$ cat config.mk
export PLATFORM = sky130hd
export DESIGN_NAME = control_sequencer_flat
export DESIGN_NICKNAME = d
export VERILOG_FILES = /design/src/rtl/ctrl_pkg.sv /design/src/rtl/control_sequencer_if.sv /design/src/rtl/microcode_rom.sv /design/src/rtl/control_sequencer.sv /design/src/flat_wrapper.sv
export SDC_FILE = /design/constraint.sdc
export NUM_CORES = 1
export LEC_CHECK = 0
export BUFFER_PORTS_ARGS = -buffer_cell sky130_fd_sc_hd__buf_2
export CORE_AREA = 2 2 96 52
export DETAILED_ROUTE_END_ITERATION = 8
export DIE_AREA = 0 0 98 54
export PLACE_DENSITY = 0.43
export SYNTH_ARGS = -nofsm -noshare
export SYNTH_HDL_FRONTEND = slang
export SYNTH_SLANG_ARGS = --single-unit
$ cat constraint.sdc
create_clock -name clk -period 2.38 [get_ports clk]
set_clock_uncertainty 0.2 [all_clocks]
set_input_delay 0.238 -clock clk [delete_from_list [all_inputs] [get_ports clk]]
set_output_delay 0.238 -clock clk [all_outputs]
set_load 0.05 [all_outputs]
$ cat src/rtl/ctrl_pkg.sv
// Shared definitions for the control sequencer: control-word layout, bit
// indices, one-hot bit masks and opcode numbers.
package ctrl_pkg;

  localparam int CTRL_W = 16;
  typedef logic [CTRL_W-1:0] ctrl_word_t;

  // Bit order, MSB first: HLT MI RI RO IO II AI AO EO SU BI OI CE CO J FI
  localparam int B_HLT = 15;
  localparam int B_MI  = 14;
  localparam int B_RI  = 13;
  localparam int B_RO  = 12;
  localparam int B_IO  = 11;
  localparam int B_II  = 10;
  localparam int B_AI  = 9;
  localparam int B_AO  = 8;
  localparam int B_EO  = 7;
  localparam int B_SU  = 6;
  localparam int B_BI  = 5;
  localparam int B_OI  = 4;
  localparam int B_CE  = 3;
  localparam int B_CO  = 2;
  localparam int B_J   = 1;
  localparam int B_FI  = 0;

  localparam ctrl_word_t C_HLT = ctrl_word_t'(1) << B_HLT;
  localparam ctrl_word_t C_MI  = ctrl_word_t'(1) << B_MI;
  localparam ctrl_word_t C_RI  = ctrl_word_t'(1) << B_RI;
  localparam ctrl_word_t C_RO  = ctrl_word_t'(1) << B_RO;
  localparam ctrl_word_t C_IO  = ctrl_word_t'(1) << B_IO;
  localparam ctrl_word_t C_II  = ctrl_word_t'(1) << B_II;
  localparam ctrl_word_t C_AI  = ctrl_word_t'(1) << B_AI;
  localparam ctrl_word_t C_AO  = ctrl_word_t'(1) << B_AO;
  localparam ctrl_word_t C_EO  = ctrl_word_t'(1) << B_EO;
  localparam ctrl_word_t C_SU  = ctrl_word_t'(1) << B_SU;
  localparam ctrl_word_t C_BI  = ctrl_word_t'(1) << B_BI;
  localparam ctrl_word_t C_OI  = ctrl_word_t'(1) << B_OI;
  localparam ctrl_word_t C_CE  = ctrl_word_t'(1) << B_CE;
  localparam ctrl_word_t C_CO  = ctrl_word_t'(1) << B_CO;
  localparam ctrl_word_t C_J   = ctrl_word_t'(1) << B_J;
  localparam ctrl_word_t C_FI  = ctrl_word_t'(1) << B_FI;

  localparam int unsigned OP_NOP = 0;
  localparam int unsigned OP_LDA = 1;
  localparam int unsigned OP_ADD = 2;
  localparam int unsigned OP_SUB = 3;
  localparam int unsigned OP_STA = 4;
  localparam int unsigned OP_LDI = 5;
  localparam int unsigned OP_JMP = 6;
  localparam int unsigned OP_JC  = 7;
  localparam int unsigned OP_JZ  = 8;
  localparam int unsigned OP_OUT = 14;
  localparam int unsigned OP_HLT = 15;

endpackage

$ cat src/rtl/control_sequencer_if.sv
// Bundle of run/step controls, bus, flags and the sequencer's outputs.
// ce is a one-clk advance strobe with no back-pressure: every datapath block
// commits on exactly those clk edges where ce=1, and ctrl is stable between them.
interface control_sequencer_if #(
  parameter int DATA_WIDTH   = 8,
  parameter int OPCODE_WIDTH = 4,
  parameter int MAX_STEPS    = 5
);
  import ctrl_pkg::*;

  localparam int STEP_W = $clog2(MAX_STEPS);

  logic                               tick;
  logic                               step_req;
  logic                               mode;
  logic [DATA_WIDTH-1:0]              bus_in;
  logic                               flag_c;
  logic                               flag_z;
  logic                               ce;
  ctrl_word_t                         ctrl;
  logic [DATA_WIDTH-OPCODE_WIDTH-1:0] operand;
  logic [STEP_W-1:0]                  step;
  logic                               halted;

  modport master (
    output tick, step_req, mode, bus_in, flag_c, flag_z,
    input  ce, ctrl, operand, step, halted
  );

  modport slave (
    input  tick, step_req, mode, bus_in, flag_c, flag_z,
    output ce, ctrl, operand, step, halted
  );

endinterface

$ cat src/rtl/microcode_rom.sv
// Combinational microcode: maps (opcode, step, flags) to a control word and a
// "last step of this instruction" flag.
module microcode_rom
  import ctrl_pkg::*;
#(
  parameter int OPCODE_WIDTH = 4,
  parameter int STEP_W       = 3
) (
  input  logic [OPCODE_WIDTH-1:0] opcode,
  input  logic [STEP_W-1:0]       step,
  input  logic                    flag_c,
  input  logic                    flag_z,
  output ctrl_word_t              ctrl,
  output logic                    last
);

  int unsigned op;
  int unsigned st;

  assign op = 32'(opcode);
  assign st = 32'(step);

  // Steps past an instruction's end read as empty and terminal; opcodes
  // without an entry (including anything >= 16) fall through as NOP.
  always_comb begin
    ctrl = '0;
    last = 1'b1;
    if (st == 0) begin
      ctrl = C_CO | C_MI;
      last = 1'b0;
    end else if (st == 1) begin
      ctrl = C_RO | C_II | C_CE;
      last = 1'b0;
    end else begin
      case (op)
        OP_LDA: begin
          if (st == 2) begin
            ctrl = C_IO | C_MI;
            last = 1'b0;
          end else if (st == 3) begin
            ctrl = C_RO | C_AI;
          end
        end
        OP_ADD, OP_SUB: begin
          if (st == 2) begin
            ctrl = C_IO | C_MI;
            last = 1'b0;
          end else if (st == 3) begin
            ctrl = C_RO | C_BI;
            last = 1'b0;
          end else if (st == 4) begin
            ctrl = C_EO | C_AI | C_FI | ((op == OP_SUB) ? C_SU : '0);
          end
        end
        OP_STA: begin
          if (st == 2) begin
            ctrl = C_IO | C_MI;
            last = 1'b0;
          end else if (st == 3) begin
            ctrl = C_AO | C_RI;
          end
        end
        OP_LDI: if (st == 2) ctrl = C_IO | C_AI;
        OP_JMP: if (st == 2) ctrl = C_IO | C_J;
        OP_JC:  if (st == 2 && flag_c) ctrl = C_IO | C_J;
        OP_JZ:  if (st == 2 && flag_z) ctrl = C_IO | C_J;
        OP_OUT: if (st == 2) ctrl = C_AO | C_OI;
        OP_HLT: if (st == 2) ctrl = C_HLT;
        default: ;
      endcase
    end
  end

endmodule

$ cat src/rtl/control_sequencer.sv
// Microstep sequencer: instruction register, step counter, halt latch and the
// run/single-step advance gating around the microcode ROM.
module control_sequencer #(
  parameter int DATA_WIDTH   = 8,
  parameter int OPCODE_WIDTH = 4,
  parameter int MAX_STEPS    = 5
) (
  input logic                 clk,
  input logic                 rst_n,
  control_sequencer_if.slave  sif
);
  import ctrl_pkg::*;

  localparam int STEP_W = $clog2(MAX_STEPS);
  localparam int OPER_W = DATA_WIDTH - OPCODE_WIDTH;
  localparam logic [STEP_W-1:0] STEP_LAST = STEP_W'(MAX_STEPS - 1);

  if (MAX_STEPS < 3 || MAX_STEPS > 16) begin : g_bad_max_steps
    $error("control_sequencer: MAX_STEPS must lie in 3..16");
  end
  if (OPCODE_WIDTH < 4 || OPCODE_WIDTH >= DATA_WIDTH) begin : g_bad_opcode_width
    $error("control_sequencer: OPCODE_WIDTH must be >= 4 and < DATA_WIDTH");
  end

  logic [DATA_WIDTH-1:0] ir_q;
  logic [STEP_W-1:0]     step_q;
  logic                  halted_q;
  logic                  req_hist_q;
  logic                  step_pulse;
  logic                  ce;
  ctrl_word_t            rom_ctrl;
  logic                  rom_last;

  microcode_rom #(
    .OPCODE_WIDTH (OPCODE_WIDTH),
    .STEP_W       (STEP_W)
  ) u_rom (
    .opcode (ir_q[DATA_WIDTH-1 -: OPCODE_WIDTH]),
    .step   (step_q),
    .flag_c (sif.flag_c),
    .flag_z (sif.flag_z),
    .ctrl   (rom_ctrl),
    .last   (rom_last)
  );

  // History resets high so a request already held at reset release is ignored.
  assign step_pulse = sif.step_req & ~req_hist_q;
  assign ce         = rst_n & ~halted_q & (sif.mode ? step_pulse : sif.tick);

  always_ff @(posedge clk or negedge rst_n) begin
    if (!rst_n) begin
      ir_q       <= '0;
      step_q     <= '0;
      halted_q   <= 1'b0;
      req_hist_q <= 1'b1;
    end else begin
      req_hist_q <= sif.step_req;
      if (ce) begin
        if (rom_ctrl[B_II]) ir_q <= sif.bus_in;
        if (rom_ctrl[B_HLT]) begin
          halted_q <= 1'b1;
        end else if (rom_last || step_q == STEP_LAST) begin
          step_q <= '0;
        end else begin
          step_q <= step_q + 1'b1;
        end
      end
    end
  end

  assign sif.ce      = ce;
  assign sif.ctrl    = halted_q ? '0 : rom_ctrl;
  assign sif.operand = ir_q[OPER_W-1:0];
  assign sif.step    = step_q;
  assign sif.halted  = halted_q;

endmodule

$ cat src/flat_wrapper.sv
// flat-port wrapper written by rule: the top's interface ports become plain ports
module control_sequencer_flat import ctrl_pkg::*;
#(
  parameter int DATA_WIDTH   = 8,
  parameter int OPCODE_WIDTH = 4,
  parameter int MAX_STEPS    = 5
)
  (clk, rst_n, sif_tick, sif_step_req, sif_mode, sif_bus_in, sif_flag_c, sif_flag_z, sif_ce, sif_ctrl, sif_operand, sif_step, sif_halted);
  control_sequencer_if #(.DATA_WIDTH(DATA_WIDTH), .OPCODE_WIDTH(OPCODE_WIDTH), .MAX_STEPS(MAX_STEPS)) sif_i ();
  input logic clk;
  input logic rst_n;
  input wire logic [$bits(sif_i.tick)-1:0] sif_tick;
  input wire logic [$bits(sif_i.step_req)-1:0] sif_step_req;
  input wire logic [$bits(sif_i.mode)-1:0] sif_mode;
  input wire logic [$bits(sif_i.bus_in)-1:0] sif_bus_in;
  input wire logic [$bits(sif_i.flag_c)-1:0] sif_flag_c;
  input wire logic [$bits(sif_i.flag_z)-1:0] sif_flag_z;
  output wire logic [$bits(sif_i.ce)-1:0] sif_ce;
  output wire logic [$bits(sif_i.ctrl)-1:0] sif_ctrl;
  output wire logic [$bits(sif_i.operand)-1:0] sif_operand;
  output wire logic [$bits(sif_i.step)-1:0] sif_step;
  output wire logic [$bits(sif_i.halted)-1:0] sif_halted;
  assign sif_i.tick = sif_tick;
  assign sif_i.step_req = sif_step_req;
  assign sif_i.mode = sif_mode;
  assign sif_i.bus_in = sif_bus_in;
  assign sif_i.flag_c = sif_flag_c;
  assign sif_i.flag_z = sif_flag_z;
  assign sif_ce = sif_i.ce;
  assign sif_ctrl = sif_i.ctrl;
  assign sif_operand = sif_i.operand;
  assign sif_step = sif_i.step;
  assign sif_halted = sif_i.halted;
  control_sequencer #(.DATA_WIDTH(DATA_WIDTH), .OPCODE_WIDTH(OPCODE_WIDTH), .MAX_STEPS(MAX_STEPS)) u_core (.clk(clk), .rst_n(rst_n), .sif(sif_i));
endmodule
==> run_results.csv <==
group,metric,value,unit
critical_path,worst-path-buf-inv,2,
critical_path,cp_max_fo,8,
critical_path,max_stage_delay,440,ps
yosys,syn_area,1060,µm²
yosys,synth_compound_area_share,17.5,%
yosys,synth_top_family_by_area,"simple AND/OR/NAND/NOR gates",
critical_path,crit_family,"simple AND/OR/NAND/NOR gates",
critical_path,reg2reg_depth,5,
global_route,grt_overflow,0,
layout,syn2layout_area_growth,49.2,%
pwr,peakVddDrop,0.425,mV
routing,post_drt_wl_per_cell,13.5,µm
sta,hold_viol,0,
place,post-place-ws,149,ps
sta,period_needed,2300,ps
floorplan,ios,40,
yosys,synth_xor_area_share,0.823,%
layout,finalNonFillerCells,219,
yosys,yosysWarningCount,0,
job,drv_cap,0,
global_route,grt_pass1_wl,4650,µm
floorplan,core_area,4570,µm²
global_route,grt_pass1_vias,904,
place,hpwl,2300,µm
outcome,status,"completed",
yosys,postSynthCellCount,117,
pwr,power.leakage,0.714,nW
critical_path,path_cells,"inv_1 -> ha_4 -> nand2_1 -> or3_4 -> nor3_4 -> buf_6",
sta,slew_violations,0,
place,port_buffers,39,
sta,post-route-period-util,96.7,%
worst_hold_path,hold_class,"in2reg",
yosys,synth_edf_count,0,
critical_path,critPathRequiredTime,1940,ps
clock_tree,clockBufferDepth,2,
routing,antenna_left,0,
routing,drc,0,
pwr,p_per_area,1360,nW/µm²
routing,totalWireLength,2950,µm
layout,diodes,0,
clock_tree,clock_latency,240,ps
yosys,synth_flop_cell,"dfrtp_1",
clock_tree,clock_sink_count,13,
sta,setup_slack,78.6,ps
worst_hold_path,min_from,"sif_bus_in[1]",
layout,postLayoutCoreUtil,34.8,%
clock_tree,cts-root-buf,"clkbuf_8",
critical_path,cp_slowest_cell,"dfrtp_2",
floorplan,die_h,54,µm
routing,drt_iter0_markers,27,
critical_path,r2r_slack,270,ps
sta,max_clock_freq,435,MHz
clock_tree,path_clk_slew,60,ps
critical_path,r2r_start,"u_core.sif.step[1]$_DFFE_PN0P_",
clock_tree,cts_tree,"yes",
global_route,track_usage,11.3,%
critical_path,worst_setup_path_start_kind,"register",
place,dp_cells,211,
yosys,synth.area.mux_share,9.52,%
floorplan,num_rows,18,
global_route,grt_max_degree,14,
routing,avgViaCountPerCell,4.60,
yosys,synth_nets,137,
critical_path,cp_data_arrival_time,1860,ps
yosys,synth_simple_gate_area_share,25.1,%
sta,maxSlewHeadroom,75.6,%
yosys,synthAdderAreaFrac,5.88,%
floorplan,start_util,23.3,%
floorplan,dieWidth,98,µm
routing,vias,1007,
clock_tree,htree_num_levels,1,
critical_path,end_kind,"output pin",
worst_hold_path,min_to,"u_core.ir_q[1]$_DFFE_PN0P_",
critical_path,timing.rr.end,"u_core.ir_q[0]$_DFFE_PN0P_",
pwr,power.total,2.15,mW
layout,final_nets,180,
yosys,syn_avg_cell_area,9.10,µm²
yosys,synth-seq-area-share,30.7,%
sta,holdWs,16.2,ps
floorplan,fp.dieArea,5290,µm²
yosys,synth.distinct_cells,41,
routing,drt_pass1_iterations,4,
layout,drive_above_1_share,57.2,%
yosys,ys_async_sr_fraction,100,%
clock_tree,cts_made_buffers,3,
sta,setup_viol,0,
sta,worst_slew_pin_slew,366,ps
global_route,antenna_found_initial,0,
place,place.gp.congestion,0.802,
worst_hold_path,min_path_cells,2,
critical_path,crit_type,"reg2out",
yosys,synth_seq_cells,13,
critical_path,cp.depth,6,
==> Yosys cell counts (all sizes together) (2+ instances only) <==
| master | number | share of area [%] |
|---|---|---|
| a31oi | 3 | 3.2 |
| mux2 | 9 | 9.5 |
| nand4 | 2 | 1.2 |
| nor2 | 12 | 4.9 |
| ha | 5 | 5.9 |
| nand2 | 5 | 1.8 |
| o21ai | 8 | 4.5 |
| buf | 11 | 7.2 |
| o41ai | 2 | 1.6 |
| nor3 | 5 | 2.3 |
| a21oi | 3 | 1.4 |
| or3 | 2 | 1.2 |
| nor2b | 8 | 4.7 |
| nand2b | 3 | 1.8 |
| dfrtp | 12 | 28 |
| inv | 8 | 2.8 |
==> final cells by class <==
type                    count  area, µm²
clock buffers               3       41.3
clock inverters             1       5.00
fillers                   488       2980
inverters                   8       30.0
multi-input cells          84        778
flip-flops and latches     13        332
well taps                  60       75.1
repair buffers             50        328
==> registers in the layout (all words and copies together) (netlist names) <==
signal	count
u_core.ir_q	8
u_core.sif.halted	1
u_core.sif.step	3
u_core.req_hist_q	1
==> per-stage QoR <==
stage               TNS (ps)  instance area (µm²)
floorplan                  0                 1170
global placement           0                 1410
detailed placement         0                 1410
CTS                        0                 1510
global route            -121                 1590
finish                     0                 1590
==> where the power goes <==
part / switching (mW) / leakage [nW] / internal [mW]
clock: 0.0845 / 0.0255 / 0.116
combinational: 1.00 / 0.530 / 0.514
sequential: 0.128 / 0.158 / 0.310
total: 1.21 / 0.714 / 0.939
==> cells in the final DEF (no fill, tap or decap), types with 4 or more instances in the layout <==
master	Yosys	routed
buf_6	1	4
buf_4	6	14
dfrtp_1	12	8
nand2_1	5	5
o21ai_0	6	5
dfrtp_2	0	4
nor2_1	11	8
inv_1	8	8
mux2_2	8	8
buf_2	4	27
nor2b_1	8	8
==> how the worst max path moves through the flow <==
stage,slack [ps],startpoint,end
floorplan,3,u_core.sif.step[1]$_DFFE_PN0P_,sif_ctrl[4]
global placement,170,u_core.sif.step[0]$_DFFE_PN0P_,sif_ctrl[6]
detailed placement,150,u_core.sif.step[0]$_DFFE_PN0P_,sif_ctrl[6]
CTS,7,u_core.ir_q[4]$_DFFE_PN0P_,sif_ctrl[12]
global route,-30,u_core.sif.step[1]$_DFFE_PN0P_,sif_ctrl[4]
finish,80,u_core.sif.step[0]$_DFFE_PN0P_,sif_ctrl[6]
==> cells by family (layout without fill, tap and decap cells) <==
family,count (synthesis),after routing
adders and majority gates,5,5
muxes,9,9
xor gates and xnor gates,1,1
and+or+nand+nor,46,46
DFF,13,13
AOI/OAI and AO/OA,23,23
buffers and inverters,20,62
==> metal layers <==
metal | up-vias | part of all wire (%) | wire, µm | track usage [%]
li1 | 491 | - | - | -
met1 | 486 | 53 | 1570 | 17.6
met2 | 30 | 41 | 1210 | 15.1
met3 | 0 | 6.1 | 179 | 3.90
met4 | 0 | 0 | 0 | 0.694
met5 | - | 0 | 0 | 0
==> timing repair <==
| action | in CTS | in global routing |
|---|---|---|
| endpoints found under the setup margin | 9 | 12 |
| pin swaps | 0 | 2 |
| hold endpoints to repair | 14 | 0 |
| resized for setup | 10 | 21 |
| hold buffers | 2 | 0 |
| setup buffers | 0 | 2 |
Power figures use the tool's default switching activity.
